===== src/rtl/mat_pkg.sv =====
// Shared definitions for the matrix stream loader and the matrix multiplier bench:
// default element width, default matrix dimensions and the loader phase encoding.
package mat_pkg;

    localparam int unsigned MAT_DW    = 20;
    localparam int unsigned MAT_A_ROW = 5;
    localparam int unsigned MAT_A_COL = 3;
    localparam int unsigned MAT_B_ROW = 3;
    localparam int unsigned MAT_B_COL = 6;

    typedef enum logic [1:0] {
        LOAD_A = 2'd0,
        LOAD_B = 2'd1,
        FULL   = 2'd2
    } load_state_e;

    // Index width that stays legal for a dimension of 1.
    function automatic int unsigned idx_width(input int unsigned n);
        return (n > 1) ? $clog2(n) : 1;
    endfunction

endpackage


===== src/rtl/mat_idx_counter.sv =====
// Row-major [row][col] position counter. Wraps to [0][0] after the last element;
// last flags the final position so the caller can switch phase on that beat.
module mat_idx_counter
    import mat_pkg::*;
#(
    parameter int unsigned ROWS = MAT_A_ROW,
    parameter int unsigned COLS = MAT_A_COL
) (
    input  logic                        clk,
    input  logic                        rst,
    input  logic                        inc,
    input  logic                        clr,
    output logic [idx_width(ROWS)-1:0]  row,
    output logic [idx_width(COLS)-1:0]  col,
    output logic                        last
);

    localparam int unsigned RW = idx_width(ROWS);
    localparam int unsigned CW = idx_width(COLS);
    localparam logic [RW-1:0] ROW_LAST = RW'(ROWS - 1);
    localparam logic [CW-1:0] COL_LAST = CW'(COLS - 1);

    logic [RW-1:0] row_q, row_d;
    logic [CW-1:0] col_q, col_d;

    always_comb begin
        row_d = row_q;
        col_d = col_q;
        if (clr) begin
            row_d = '0;
            col_d = '0;
        end else if (inc) begin
            if (col_q == COL_LAST) begin
                col_d = '0;
                row_d = (row_q == ROW_LAST) ? '0 : row_q + 1'b1;
            end else begin
                col_d = col_q + 1'b1;
            end
        end
    end

    always_ff @(posedge clk or posedge rst) begin
        if (rst) begin
            row_q <= '0;
            col_q <= '0;
        end else begin
            row_q <= row_d;
            col_q <= col_d;
        end
    end

    assign row  = row_q;
    assign col  = col_q;
    assign last = (row_q == ROW_LAST) && (col_q == COL_LAST);

endmodule


===== src/rtl/matrix_stream_loader.sv =====
// Collects a valid/ready element stream into matrices A then B, holds them stable with
// mats_valid until the consumer acknowledges with mats_taken, then starts the next load.
module matrix_stream_loader
    import mat_pkg::*;
#(
    parameter int unsigned DW    = MAT_DW,
    parameter int unsigned A_ROW = MAT_A_ROW,
    parameter int unsigned A_COL = MAT_A_COL,
    parameter int unsigned B_ROW = MAT_B_ROW,
    parameter int unsigned B_COL = MAT_B_COL
) (
    input  logic          clk,
    input  logic          rst,
    input  logic [DW-1:0] in_data,
    input  logic          in_valid,
    output logic          in_ready,
    input  logic          clear,
    output logic [DW-1:0] a [0:A_ROW-1][0:A_COL-1],
    output logic [DW-1:0] b [0:B_ROW-1][0:B_COL-1],
    output logic          mats_valid,
    input  logic          mats_taken
);

    if (A_COL != B_ROW) begin : g_bad_dims
        $error("matrix_stream_loader: A_COL (%0d) must equal B_ROW (%0d)", A_COL, B_ROW);
    end

    load_state_e state_q, state_d;
    logic        mats_valid_q, mats_valid_d;
    logic [DW-1:0] a_q [0:A_ROW-1][0:A_COL-1];
    logic [DW-1:0] a_d [0:A_ROW-1][0:A_COL-1];
    logic [DW-1:0] b_q [0:B_ROW-1][0:B_COL-1];
    logic [DW-1:0] b_d [0:B_ROW-1][0:B_COL-1];

    logic [idx_width(A_ROW)-1:0] a_row;
    logic [idx_width(A_COL)-1:0] a_col;
    logic [idx_width(B_ROW)-1:0] b_row;
    logic [idx_width(B_COL)-1:0] b_col;
    logic a_last, b_last;
    logic beat, wr_a, wr_b;

    assign in_ready = (state_q != FULL) & ~rst;
    assign beat     = in_valid & in_ready;
    // clear drops a coincident beat, so it must also gate the writes and counters.
    assign wr_a     = beat & ~clear & (state_q == LOAD_A);
    assign wr_b     = beat & ~clear & (state_q == LOAD_B);

    mat_idx_counter #(
        .ROWS (A_ROW),
        .COLS (A_COL)
    ) u_idx_a (
        .clk  (clk),
        .rst  (rst),
        .inc  (wr_a),
        .clr  (clear),
        .row  (a_row),
        .col  (a_col),
        .last (a_last)
    );

    mat_idx_counter #(
        .ROWS (B_ROW),
        .COLS (B_COL)
    ) u_idx_b (
        .clk  (clk),
        .rst  (rst),
        .inc  (wr_b),
        .clr  (clear),
        .row  (b_row),
        .col  (b_col),
        .last (b_last)
    );

    always_comb begin
        state_d      = state_q;
        mats_valid_d = mats_valid_q;
        a_d          = a_q;
        b_d          = b_q;
        if (wr_a) a_d[a_row][a_col] = in_data;
        if (wr_b) b_d[b_row][b_col] = in_data;
        if (clear) begin
            state_d      = LOAD_A;
            mats_valid_d = 1'b0;
        end else begin
            unique case (state_q)
                LOAD_A: if (wr_a && a_last) state_d = LOAD_B;
                LOAD_B: begin
                    if (wr_b && b_last) begin
                        state_d      = FULL;
                        mats_valid_d = 1'b1;
                    end
                end
                FULL: begin
                    if (mats_taken) begin
                        state_d      = LOAD_A;
                        mats_valid_d = 1'b0;
                    end
                end
                default: state_d = LOAD_A;
            endcase
        end
    end

    always_ff @(posedge clk or posedge rst) begin
        if (rst) begin
            state_q      <= LOAD_A;
            mats_valid_q <= 1'b0;
            for (int i = 0; i < int'(A_ROW); i++)
                for (int j = 0; j < int'(A_COL); j++) a_q[i][j] <= '0;
            for (int i = 0; i < int'(B_ROW); i++)
                for (int j = 0; j < int'(B_COL); j++) b_q[i][j] <= '0;
        end else begin
            state_q      <= state_d;
            mats_valid_q <= mats_valid_d;
            a_q          <= a_d;
            b_q          <= b_d;
        end
    end

    assign a          = a_q;
    assign b          = b_q;
    assign mats_valid = mats_valid_q;

endmodule


===== config.mk =====
export PLATFORM = sky130hd
export DESIGN_NAME = matrix_stream_loader
export DESIGN_NICKNAME = d
export VERILOG_FILES = /design/src/rtl/mat_pkg.sv /design/src/rtl/mat_idx_counter.sv /design/src/rtl/matrix_stream_loader.sv
export SDC_FILE = /design/constraint.sdc
export NUM_CORES = 1
export LEC_CHECK = 0
export CORE_AREA = 2 2 271 273
export DETAILED_ROUTE_END_ITERATION = 12
export DIE_AREA = 0 0 273 275
export GPL_ROUTABILITY_DRIVEN = 0
export SLEW_MARGIN = 20
export SYNTH_ARGS = -nofsm -noshare
export SYNTH_HDL_FRONTEND = slang
export SYNTH_SLANG_ARGS = --single-unit

===== constraint.sdc =====
create_clock -name clk -period 25.6 [get_ports clk]
set_clock_uncertainty 0.1 [all_clocks]
set_input_delay 2.56 -clock clk [delete_from_list [all_inputs] [get_ports clk]]
set_output_delay 2.56 -clock clk [all_outputs]
set_load 0.05 [all_outputs]

# == Word-level counts from Yosys, hierarchy flattened ==
# Index checks and enable logic that the tools add are counted.
# totals
regBits,673
latch_bits,0
ram_bits,0
romBits,0
inputBits,25
out_inout_bits,662
word_cells,123
memories,0
# op_classes
add_sub_neg,4
n_mul,0
div,0
n_lt_le_gt_ge,8
eq_ne,10
shifts,0
n_mux,33
bitwise,11
n_reduce_logical,18
# ops
op,n
$bwmux W360,1
$bwmux W300,1
$demux W120 S2,1
$demux W60 S3,1
$mux W120,1
$demux W20 S3,1
$mux W60,1
$demux W20 S2,1
$mux W20,2
$mux W2,11
$mux W3,7
$ge A4 B4 Y1 const B,2
$logic_and A1 B1 Y1,8
$lt A4 B1 Y1 const B,2
$not A3 Y4,2
$reduce_bool A2 Y1,4
$add A3 B1 Y3 const B,2
$eq A2 B2 Y1 const B,3
$eq A3 B3 Y1 const B,2
$ge A3 B3 Y1 const B,2
$lt A3 B1 Y1 const B,2
$ne A3 B2 Y1 const B,2
$not A2 Y3,2
$pmux W2 S3,1
other kinds (12),22

# == Longest topological paths before layout ==
# Gate-level depths: netlist (run 1).
# logic_depth
ltp_word,9
depth_mapped,6
ltp_nobuf,5

# == By module ==
# From an unflattened synthesis (run 1), not the netlist that was laid out.
# hier_totals
hier_cells,1581
hier_area_um2,25655.9
# modules_own_cells
mod,n_inst,cells_each,area_each_um2,seq_area_each_um2
matrix_stream_loader,1,1530,25096.6,16590.9
mat_idx_counter at u_idx_a,1,28,290.3,125.1
mat_idx_counter at u_idx_b,1,23,269.0,125.1

# == Least setup slack after synthesis (run 1) ==
# OpenSTA, ideal clock, no wires.
# synth_path
kind,in2out
start,in rst
end,out in_ready
arrival_ns,3.488
required_ns,22.940
setup_slack_ns,19.452
path_stages,2
n_path_buf,1
path_cell_list,buf_2 > a21oi_1
# synth_between
elab_chain_cells,2
# synth_lines
item,line,source
start: declaration,matrix_stream_loader.sv:13,"input logic rst,"
$not A1 Y1,matrix_stream_loader.sv:42,assign in_ready = (state_q != FULL) & ~rst;
$and A1 B1 Y1,matrix_stream_loader.sv:42,
end: declaration,matrix_stream_loader.sv:16,"output logic in_ready,"
# Every way passes these cells.

# == Worst setup path after layout (run 1) ==
# Ends and elaborated chain as after synthesis.

==> results by group, run 1 <==
Worst setup path
  – CP Max Fanout: 9
  – Capture point of the worst reg-to-reg path: a[257]
  – CP max stage cell: clkdlybuf4s50_1
  – Element type at the critical path end: output port
  – FF-to-FF setup slack: 22.53 ns
  – RR Startpoint: state_q[1]
  – Worst setup SP type: primary input
  – CP Cell Sequence: clkdlybuf4s50_1 > a21oi_1 > clkdlybuf4s50_1
  – CP most frequent cell: clkdlybuf4s50_1
  – R2R depth: 4
  – WP data arrival: 4.44 ns
  – Worst EP required: 22.94 ns
  – Crit path kind: primary input to output port
  – Largest stage delay on the critical path: roughly 0.86 ns

Global routing
  – Number of global-route vias before repair: 17000
  – GRT Total Usage: 21.87%
  – Largest net degree at the start of global routing: 177
  – Antenna violations before repair: 9
  – Overflow after GRT: 0
  – Global-route wire length before repair: 120000 µm

Timing
  – Setup_tns: 0 ns
  – Worst Max-Slew Pin Slew: about 1.1 ns
  – Hold Fails Final Rpt: 0
  – Max-Slew Margin vs Limit: 22.98%
  – Crit share post-route: 27.73%
  – Max frequency: 0.1409 GHz
  – Slew Viols, Final: 0
  – Finish-stage setup viols: 0
  – Unrepaired setup endpoints after global routing: no
  – Clock period minus worst slack: 7.098 ns

Min path
  – HP Class: flop to flop
  – Hold path depth: 1
  – Hold path endpoint: a[88]
  – Critical hold path startpoint: a[88]

Flow run
  – Max Cap Viol: 0

Routing
  – Drt total wl: 83890 µm
  – Drc violations: 0
  – Routed length on met3: 5966 µm
  – Post-DR wirelength/cell: roughly 26 µm
  – Vias/cell: 4.945
  – Met2 WL: 40310 µm
  – DRT Pass-1 Iters: 4
  – Number of routed nets with antenna violations: 0
  – Routed length on met1: 33930 µm
  – Via count: 16130
  – Highest routed layer: met5
  – DRT iter0 DRCs: 811

Logic synthesis
  – Cell variety after synth: 38
  – Synthesized Nets: 1602
  – Top cells by area, synth: dfrtp_1 (65%), mux2_2 (24%), mux2_4 (5.2%)
  – Synthesized area: 26000 µm²
  – Synth Area per Inst: 16.51 µm²
  – Async SR Flop Fraction: 100.0%
  – Syn Inst Count: around 1600
  – Dominant synthesized flop cell: dfrtp_1
  – Sequential area share after synthesis: about 65%
  – Post-synthesis register bit count: 673
  – Post-synth EDFFs: 0
  – Yosys Warn Count: 0
  – Post-synth top area cell: dfrtp_1
  – Yosys top cell area share: 64.76%

Clock tree
  – Postcts setup bufs: 0
  – CTS buffer count: 75
  – Max H-tree Level: 3
  – CTS tree: yes
  – # resized after CTS: 0
  – Post-CTS Hold Buffers: 0
  – Worst skew pair latency: 0.59 ns
  – Clock buffer depth: 3
  – CTS sink count: 673
  – Clk root buf: clkbuf_16
  – Clock transition at path regs: around 0.06 ns

Finish
  – Most frequent cells in the layout: dfrtp_1 (673), clkdlybuf4s50_1 (666), mux2_2 (561)
  – Layout cells sized above 1: 37.10%
  – Final cell count without fillers: 3261
  – Commonest non-fill, non-tap cell in the layout: dfrtp_1
  – Final nets: 2266
  – Layout fillers: 6184
  – P&R area growth vs syn: 39.84%

Floorplanning
  – I/O Pins: 687
  – Die area: about 75000 µm²
  – Die Ht: 275 µm
  – Die W: 273 µm
  – Core area: 72340 µm²
  – Starting Density: 35.95%
  – Row count: a little under 100

Status
  – Status: completed

Pwr
  – P_leak: between 15 and 20 nW
  – Total Power: about 0.0024 W
  – IR drop worst, VDD: 0.05057 mV
  – Pwr Density: 66.85 nW/µm²

Placed design
  – Placed insts: 3121
  – Hpwl dp: about 56000 µm
  – Port bufs: ~700
==> registers in the layout (all words and copies together) (netlist names) <==
name	flops
u_idx_b.col	3
u_idx_a.row	3
mats_valid	1
state_q	2
u_idx_a.col	2
u_idx_b.row	2
b	360
a	300
==> cells in the mapped netlist (2+ instances only) <==
| cell | n |
|---|---|
| a21o_1 | 3 |
| a21oi_1 | 7 |
| a32o_1 | 3 |
| and3b_1 | 3 |
| buf_1 | 3 |
| buf_2 | 15 |
| buf_6 | 12 |
| clkbuf_1 | 108 |
| dfrtp_1 | 673 |
| ha_1 | 2 |
| inv_1 | 6 |
| mux2_1 | 10 |
| mux2_2 | 561 |
| mux2_4 | 90 |
| nand2_1 | 4 |
| nand3_1 | 25 |
| nand4_1 | 7 |
| nor2b_1 | 3 |
| nor3_1 | 7 |
| nor3b_1 | 8 |
| nor4b_2 | 3 |
| nor4b_4 | 4 |
| o21ai_0 | 3 |
==> cell type report <==
type / instances / area, µm² / area share (%)
inverter: 6 / 30.03 / 0.08257
antenna: 3 / 7.507 / 0.02064
timing repair buffer: 726 / 7091 / 19.50
tap: 959 / 1200 / 3.300
clock buffer: 106 / 2216 / 6.093
multi-input combinational: 757 / 8522 / 23.43
sequential: 673 / 16840 / 46.31
clock inverter: 31 / 459.2 / 1.263
==> power breakdown <==
part | total (W) | switching [W] | internal [W]
clock network | 0.00115 | 0.000444 | 0.000707
logic | 0.000187 | 0.000135 | 0.0000516
registers | 0.00109 | 0.0000105 | 0.00108
total | 0.00243 | 0.000590 | 0.00184
==> worst max-delay path, delay by kind of cell <==
family          cells  cell delay [ns]
buf+inv             2             1.55
compound gates      1             0.32
==> cells by family after synthesis <==
family                   Yosys count  share of synthesized area (%)
multiplexers                     661                          29.92
flip-flops                       673                          64.76
buffers and inverters            145                          2.526
AO/OA/AOI/OAI                     20                         0.5196
AND/OR/NAND/NOR                   74                          2.175
adder cells (fa/ha/maj)            2                        0.09621
==> metrics by stage <==
stage	setup slack (ns)	hold slack [ns]	util (%)	area, µm²
floorplan	3.825	0.4492	-	26000
global placement	18.54	0.3751	46.54	33670
detailed placement	18.48	0.3813	46.54	33670
CTS	18.47	0.4028	50.24	36340
global route	18.45	0.4115	50.26	36360
finish	18.50	0.3945	50.27	36370
==> layer usage <==
layer,track usage [%],up-vias
met4,10.04,4
met3,6.153,172
li1,-,6890
met2,35.85,573
met1,26.90,8488
met5,0,-
==> how the worst max path moves through the flow <==
| stage | from | end |
|---|---|---|
| 2_1_floorplan | rst | a[0] |
| 3_3_place_gp | rst | in_ready |
| 3_5_place_dp | rst | in_ready |
| 4_1_cts | rst | in_ready |
| 5_1_grt | rst | in_ready |
| 6_report | rst | in_ready |
(Power assumes the default switching activity.)
==> inputs of run 2 (changes only) <==
==> constraint.sdc (replaced) <==
create_clock -name clk -period 7.4 [get_ports clk]
set_clock_uncertainty 0.1 [all_clocks]
set_input_delay 0.74 -clock clk [delete_from_list [all_inputs] [get_ports clk]]
set_output_delay 0.74 -clock clk [all_outputs]
set_load 0.05 [all_outputs]
==> run 2 against run 1 <==
Effect of this change: register-to-register slack worse by 19 ns; core utilization fell by 0.30 points; critical path depth unchanged; largest cell class unchanged; global-route usage grew 0.12 points; cell count shrank 0.18%; critical path type is now flop to output port.
==> results by group, run 2 (synthesized netlist as in run 1, its figures left out) <==
Status
  – Status: completed

Worst setup path
  – WP data arrival: 3.00 ns (-1.44 ns)
  – Worst setup SP type: flop
  – Worst Path Buf+Inv: 2 (unchanged)
  – Element type at the critical path end: output port
  – Worst EP required: 6.56 ns (-16.38 ns)
  – CP max stage cell: dfrtp_1
  – Largest stage delay on the critical path: 1.03 ns (+0.17 ns)
  – CP Max Fanout: 26 (+17)
  – Crit path kind: flop to output port
  – CP Cell Sequence: inv_1 > a21oi_1 > clkdlybuf4s50_1
  – Delay-heaviest family, CP: buffers and inverters

Floorplanning
  – Row count: 99 (unchanged)
  – I/O Pins: 687 (unchanged)
  – Die W: 273 µm (unchanged)
  – Core area: 72340 µm² (unchanged)
  – Die Ht: 275 µm (unchanged)
  – Die area: 75080 µm² (unchanged)
  – Starting Density: 35.95% (unchanged)

Finish
  – P&R area growth vs syn: 39.00%
  – Most frequent cells in the layout: dfrtp_1 (673), clkdlybuf4s50_1 (667), mux2_2 (561)
  – Number of flip-flops in the largest register: 360 (unchanged)
  – Layout cells sized above 1: 36.74% (-0.36 points)
  – Final nets: 2264 (-0.088%)
  – Commonest non-fill, non-tap cell in the layout: dfrtp_1
  – Final cell count without fillers: 3255 (-0.18%)
  – Post-Route Utilization: 49.97% (-0.30 points)

Global routing
  – GRT Total Usage: 21.99% (+0.12 points)
  – Number of global-route vias before repair: 17180 (+1.1%)
  – Overflow after GRT: 0 (unchanged)
  – Met3 GRT Util: 6.782% (+0.63 points)
  – Global-route wire length before repair: 120500 µm (+0.44%)
  – GR Util met1: 26.46% (-0.45 points)
  – Antenna violations before repair: 7 (-2)
  – Largest net degree at the start of global routing: 194 (+9.6%)
  – Most used routing layer: met2
  – GRT met2 Usage: 37.06% (+1.2 points)

Routing
  – DRT iter0 DRCs: 739 (-8.9%)
  – DRT Pass-1 Iters: 4 (unchanged)
  – Drt total wl: 83740 µm (-0.17%)
  – Drc violations: 0 (unchanged)
  – Number of routed nets with antenna violations: 0 (unchanged)
  – Post-DR wirelength/cell: 25.73 µm (about the same)
  – Vias/cell: 4.958 (+0.26%)
  – Via count: 16140 (+0.074%)

Timing
  – Crit share post-route: 51.94%
  – Max-Slew Margin vs Limit: 28.43% (+5.5 points)
  – Setup_tns: 0 ns (unchanged)
  – Clock period minus worst slack: 3.844 ns
  – Finish-stage setup viols: 0 (unchanged)
  – Max frequency: 0.2602 GHz
  – Worst Max-Slew Pin Slew: 1.071 ns (-0.06926 ns)
  – Unrepaired setup endpoints after global routing: no
  – Final Hold Slack: 0.3914 ns (-0.003039 ns)
  – Slew Viols, Final: 0 (unchanged)
  – Hold Fails Final Rpt: 0 (unchanged)
  – Final WS setup: 3.556 ns (-14.95 ns)

Clock tree
  – CTS tree: yes
  – Clock transition at path regs: 0.05 ns (about the same)
  – Postcts setup bufs: 0 (unchanged)
  – CTS buffer count: 76 (+1.3%)
  – Max H-tree Level: 3 (unchanged)
  – # resized after CTS: 0 (unchanged)
  – Clock buffer depth: 3 (unchanged)
  – Worst skew pair latency: 0.61 ns (+0.02 ns)
  – Post-CTS Hold Buffers: 0 (unchanged)
  – CTS sink count: 673 (unchanged)
  – Clk root buf: clkbuf_16

Flow run
  – Max Cap Viol: 0 (unchanged)

Pwr
  – P_leak: 17.28 nW (-0.76%)
  – Pwr Density: 223.6 nW/µm² (+230%)
  – IR drop worst, VDD: 0.1547 mV (+210%)

Placed design
  – Placed insts: 3116 (-0.16%)
  – Pre-CTS setup slack: 3.327 ns (-15.16 ns)
  – Hpwl dp: 56160 µm (+0.69%)
  – Port bufs: 686 (unchanged)

Min path
  – HP Class: flop to flop
run 2: cell count changes in the layout (fill, tap and decap cells not counted), sizes merged:
cell           delta
bufinv            -8
buf               -4
clkbuf            +4
diode             +4
clkinv            -3
clkdlybuf4s50     +1
run 2: layout make-up:
type / count / area, µm²
Fill cell: 6192 / 36190
Clock buffer: 110 / 2212
Tap cell: 959 / 1200
Inverter: 6 / 26.28
Sequential cell: 673 / 16840
Antenna cell: 7 / 17.52
Multi-Input combinational cell: 757 / 8552
Clock inverter: 20 / 190.2
Timing Repair Buffer: 723 / 7107
run 2: final timing paths:
kind	from	slack, ns	to	cells past startpoint
setup / recovery	state_q[0]	3.56	in_ready	3
hold / removal	a[87]	0.39	a[87]	1
hold reg to reg	a[87]	0.39	a[87]	1
min in group asynchronous	rst	0.66	u_idx_a.col[1]	2
max in group asynchronous	rst	4.92	a[73]	5
setup reg to reg	state_q[0]	3.69	b[276]	3
run 2: layer usage:
metal | share of wire [%] | vias to the layer above
li1 | - | 6910
met5 | 0.031 | -
met4 | 3.3 | 4
met1 | 40 | 8530
met2 | 49 | 547
met3 | 7.7 | 148
run 2: power by group:
| group | internal, W | switching [W] | total [W] |
|---|---|---|---|
| Clock | 0.00214 | 0.00150 | 0.00364 |
| Sequential | 0.00375 | 0.0000367 | 0.00378 |
| Combinational | 0.000182 | 0.000472 | 0.000654 |
run 2: per-stage QoR:
| step | instance area (µm²) | total power, W |
|---|---|---|
| 6_report | 36150 | 0.008081 |
| 3_3_place_gp | 33650 | 0.004504 |
| 3_5_place_dp | 33650 | 0.004514 |
| 5_1_grt | 36130 | 0.008380 |
| 2_1_floorplan | 26020 | 0.004252 |
| 4_1_cts | 36060 | 0.008195 |
